## src/rtl/bcd_pulse_counter.sv

```systemverilog
// bcd_pulse_counter
//   Multi-digit BCD up/down counter driven by single-cycle button pulses.
//   Wraps at both ends and raises a one-cycle Carry or Borrow flag.
//   Supports a synchronous parallel load that rejects any nibble above 9.
//
// Ports
//   Clk        in   system clock, rising-edge active
//   Reset      in   synchronous active-high reset
//   UpPulse    in   increment request, sampled every edge
//   DownPulse  in   decrement request, sampled every edge
//   Load       in   parallel-load request
//   LoadValue  in   BCD load value, digit 0 in [3:0]
//   Count      out  registered BCD count, digit 0 in [3:0]
//   Carry      out  one-cycle flag after an up-wrap from all-9s to 0
//   Borrow     out  one-cycle flag after a down-wrap from 0 to all-9s
//   LoadError  out  one-cycle flag after a rejected load
module bcd_pulse_counter #(
  parameter int unsigned NUM_DIGITS = 4
) (
  input  logic                    Clk,
  input  logic                    Reset,
  input  logic                    UpPulse,
  input  logic                    DownPulse,
  input  logic                    Load,
  input  logic [4*NUM_DIGITS-1:0] LoadValue,
  output logic [4*NUM_DIGITS-1:0] Count,
  output logic                    Carry,
  output logic                    Borrow,
  output logic                    LoadError
);

  logic [4*NUM_DIGITS-1:0] count_q, count_d;
  logic                    carry_q, carry_d;
  logic                    borrow_q, borrow_d;
  logic                    lerr_q, lerr_d;

  logic [4*NUM_DIGITS-1:0] inc_val, dec_val;
  logic                    all_nines, all_zeros;
  logic                    load_ok;

  // Ripple through the digits in one cycle.
  // A digit steps only when every lower digit sits at its wrap value.
  // That is 9 when counting up and 0 when counting down.
  always_comb begin
    logic [3:0] dig;
    logic       lower9, lower0;
    inc_val = '0;
    dec_val = '0;
    lower9  = 1'b1;
    lower0  = 1'b1;
    load_ok = 1'b1;
    for (int unsigned i = 0; i < NUM_DIGITS; i++) begin
      dig = count_q[4*i +: 4];
      if (lower9) inc_val[4*i +: 4] = (dig == 4'd9) ? 4'd0 : dig + 4'd1;
      else        inc_val[4*i +: 4] = dig;
      if (lower0) dec_val[4*i +: 4] = (dig == 4'd0) ? 4'd9 : dig - 4'd1;
      else        dec_val[4*i +: 4] = dig;
      lower9 = lower9 & (dig == 4'd9);
      lower0 = lower0 & (dig == 4'd0);
      if (LoadValue[4*i +: 4] > 4'd9) load_ok = 1'b0;
    end
    all_nines = lower9;
    all_zeros = lower0;
  end

  always_comb begin
    count_d  = count_q;
    carry_d  = 1'b0;
    borrow_d = 1'b0;
    lerr_d   = 1'b0;
    if (Load) begin
      if (load_ok) count_d = LoadValue;
      else         lerr_d  = 1'b1;
    end else if (UpPulse && DownPulse) begin
      count_d = count_q;
    end else if (UpPulse) begin
      count_d = inc_val;
      carry_d = all_nines;
    end else if (DownPulse) begin
      count_d  = dec_val;
      borrow_d = all_zeros;
    end
  end

  always_ff @(posedge Clk) begin
    if (Reset) begin
      count_q  <= '0;
      carry_q  <= 1'b0;
      borrow_q <= 1'b0;
      lerr_q   <= 1'b0;
    end else begin
      count_q  <= count_d;
      carry_q  <= carry_d;
      borrow_q <= borrow_d;
      lerr_q   <= lerr_d;
    end
  end

  assign Count     = count_q;
  assign Carry     = carry_q;
  assign Borrow    = borrow_q;
  assign LoadError = lerr_q;

endmodule

```

## config.mk

```make
export PLATFORM = sky130hd
export DESIGN_NAME = bcd_pulse_counter
export DESIGN_NICKNAME = d
export VERILOG_FILES = /design/src/rtl/bcd_pulse_counter.sv
export SDC_FILE = /design/constraint.sdc
export NUM_CORES = 1
export LEC_CHECK = 0
export ABC_CLOCK_PERIOD_IN_PS = 2100
export BUFFER_PORTS_ARGS = -buffer_cell sky130_fd_sc_hd__buf_2
export CAP_MARGIN = 15
export CELL_PAD_IN_SITES_DETAIL_PLACEMENT = 0
export CELL_PAD_IN_SITES_GLOBAL_PLACEMENT = 1
export CORE_UTILIZATION = 39
export DETAILED_ROUTE_END_ITERATION = 6
export PLACE_DENSITY_LB_ADDON = 0.1
export SLEW_MARGIN = 20
export SYNTH_ARGS = -nofsm -noshare
export SYNTH_HDL_FRONTEND = slang
export SYNTH_SLANG_ARGS = --single-unit
```

## constraint.sdc

```tcl
create_clock -name Clk -period 2.1 [get_ports Clk]
set_input_delay 0.21 -clock Clk [delete_from_list [all_inputs] [get_ports Clk]]
set_output_delay 0.21 -clock Clk [all_outputs]
set_load 0.01 [all_outputs]
```

==> impl_metrics.tcl <==
set metrics [dict create \
    finClkSkew_ps 4.143 \
    grt_usage_pct 21.45 \
    drt-total-wl_um 4574 \
    ys_ff_latch 19 \
    dp_hpwl_um 3287 \
    vias 1713 \
    postCtsSetupRepairBufs 0 \
    min-delay-start "LoadValue[3]" \
    synth_top_area_share_pct 22.89 \
    core_um2 4058 \
    r2r-start "Count[4]$_SDFFE_PP0P_" \
    start_util_pct 40.95 \
    antenna_found_initial 0 \
    crit_path_end_kind "register" \
    peakVddDrop_mv 0.3434 \
    drive_gt1_share_pct 26.14 \
    synth_largest_area_cell "dfxtp_1" \
    fin_area_um2 1873 \
    grt_first_pass_wirelength_um 7376 \
    tightestPinTransition_ps 579.0 \
    max-cap-violations 0 \
    yosysWarnings 0 \
    critical_path.max_fanout 10 \
    cts_made_buffers 3 \
    cpPeakStageDelay_ps 610 \
    status "finished, final reports clean" \
    synth_ff_type "dfxtp_1" \
    clk_pin_slew_worst_paths_ps 80 \
    worstSetupPathType "reg -> reg" \
    leakage_nw 0.7461 \
    synthesis.area_um2 1662 \
    cts_tree "yes" \
    rsz0062_at_grt "false" \
    hp-class "in -> reg" \
    gp_congestion 0.8315 \
    post_synth_num_cell_types 63 \
    first_pass_iters 4 \
    slowest_stage "dfxtp_1" \
    clk_latency_ps 260 \
    setup_viol 0 \
    cts_max_path_buffers 2 \
    syn_avg_cell_area_um2 7.728 \
    fmax_mhz 560.3 \
    hold_violations 0 \
    worst-path-stages 5 \
    async_flop_share_pct 0 \
    hold_path_depth 3 \
    required_ps 2270 \
    final_max_slew_viol_count 0 \
    drt_iter0_drc 99 \
    crit_path_cell_trace "and4_1 > a31oi_1 > a211oi_2 > nand2_2 > a31o_1" \
    worst_r2r_endpoint "Count[13]$_SDFFE_PP0P_" \
    synth-edff-count 0 \
    cp.arrival_ps 1950 \
    reg2regPathDepth 5 \
    cts-resized-gates 0 \
    path_buf_inv 0 \
    power_density_nw_per_um2 575.7 \
    hold_end "Count[3]$_SDFFE_PP0P_" \
    r2r_slack_ps 320 \
    cts.htree.levels 1 \
    multi_input_area_um2 1126 \
    die_h_um 67.27 \
    routedWlPerCell_um 15.72 \
    clock-sinks 19 \
    port_buffers 39 \
    place_area_um2 1828 \
    synthCells 215 \
    critPathTopFamily "compound AO/OA/AOI/OAI gates" \
    pre_cts_slack_ps 334.7 \
    cp-start-kind "register" \
    slew_headroom_pct 61.40 \
    dieWidth_um 67.27 \
    fin_crit_sh_pct 84.99 \
    overflow 0 \
    tns_ps 0 \
    area_growth_pct 12.73 \
    drc_errors 0 \
    period_needed_ps 1785 \
    cts_root_buf "clkbuf_8" \
    dieArea_um2 4525 \
    io_pins 40 \
    setup_slack_ps 315.3 \
    mostFrequentLayoutCells "39 x buf_2, 19 x dfxtp_1, 19 x nor2_1, 16 x nand2_1" \
    regArea_um2 380.4 \
    syn_nets 236 \
    synth.area.top_cells "dfxtp_1 23%, nor2_1 4.3%, nand2_1 3.6%" \
    viasPerCell 5.887 \
    grt_pass1_vias 1511 \
    antenna_left 0 \
    grt_max_degree 31 \
    num_rows 23 \
    fillers 426 \
    cts.hold.buffers_added 0 \
    nets 263 \
    n_antenna_cell 0 \
    synth_seq_area_share_pct 22.89 \
    fin_total_pwr_mw 1.078 \
    mostFrequentLayoutCell "buf_2" \
]
## Yosys cell counts (2+ instances only)
library cell,instances
a211oi_1,2
o31ai_1,5
o221ai_1,2
a311oi_1,6
a21oi_2,2
o21ai_0,11
nor2_1,19
a21oi_1,11
buf_2,7
o21a_1,3
nand3b_1,2
nand3_1,8
clkbuf_1,8
o2bb2ai_1,2
o2111ai_1,4
buf_6,4
nor3_1,6
nand4_1,6
inv_1,7
o21ai_1,4
a31oi_1,3
o211ai_1,4
nand2_1,16
xor2_1,5
inv_2,2
and4_1,2
nor3b_1,2
nand2b_1,5
xnor2_1,3
mux2i_1,3
dfxtp_1,19
## flip-flops by register name (all words and copies together) (netlist names)
signal     count
Count         16
Borrow         1
Carry          1
LoadError      1
## report_power, final
part           switching, mW  total [mW]  internal [mW]  leakage [nW]
sequential            0.0695       0.456          0.386         0.155
clock                  0.138       0.273          0.135        0.0228
combinational          0.197       0.349          0.153         0.568
total                  0.404        1.08          0.674         0.746
## tightest hold or removal path, cell delays in order
cell      delay, ps
buf_2           100
nand2_1          60
a311oi_1         70
## per-layer routing
metal	GRT usage, %	vias to the layer above	part of all wire (%)
met2	34.38	45	46
met1	29.08	801	48
met3	4.561	7	4.8
li1	-	860	-
met4	5.053	0	0.66
met5	0	-	0
## worst max-delay path by stage
stage,start,slack [ps],to
after floorplan,Count[3]$_SDFFE_PP0P_,540,Count[13]$_SDFFE_PP0P_
after global placement,Count[4]$_SDFFE_PP0P_,350,Count[13]$_SDFFE_PP0P_
after detailed placement,Count[4]$_SDFFE_PP0P_,330,Count[13]$_SDFFE_PP0P_
after CTS,Count[4]$_SDFFE_PP0P_,320,Count[13]$_SDFFE_PP0P_
after global routing,Count[4]$_SDFFE_PP0P_,190,Count[13]$_SDFFE_PP0P_
final,Count[4]$_SDFFE_PP0P_,320,Count[13]$_SDFFE_PP0P_
## kinds of logic (layout without fill, tap and decap cells)
logic type | after synthesis | after routing | share of synthesized area, %
AOI/OAI and AO/OA | 72 | 72 | 32.91
and+or+nand+nor | 83 | 83 | 28.84
DFF | 19 | 19 | 22.89
xor gates and xnor gates | 8 | 8 | 4.217
muxes | 3 | 3 | 1.807
buffers and inverters | 30 | 56 | 9.337
## per-stage QoR
step / std cells / hold slack, ps / utilization (%)
after floorplan: 215 / 313.5 / -
after global placement: 287 / 486.8 / 45.05
after detailed placement: 287 / 490.9 / 45.05
after CTS: 291 / 210.3 / 46.16
after global routing: 291 / 217.3 / 46.16
final: 291 / 221.3 / 46.16
## area by class of cell
class	count	share of cell area [%]
Inverter	9	1.804
Timing Repair Buffer	43	12.02
Sequential cell	19	20.31
Tap cell	50	3.340
Clock buffer	4	2.405
Multi-Input combinational cell	166	60.12
(Power assumes the default switching activity.)
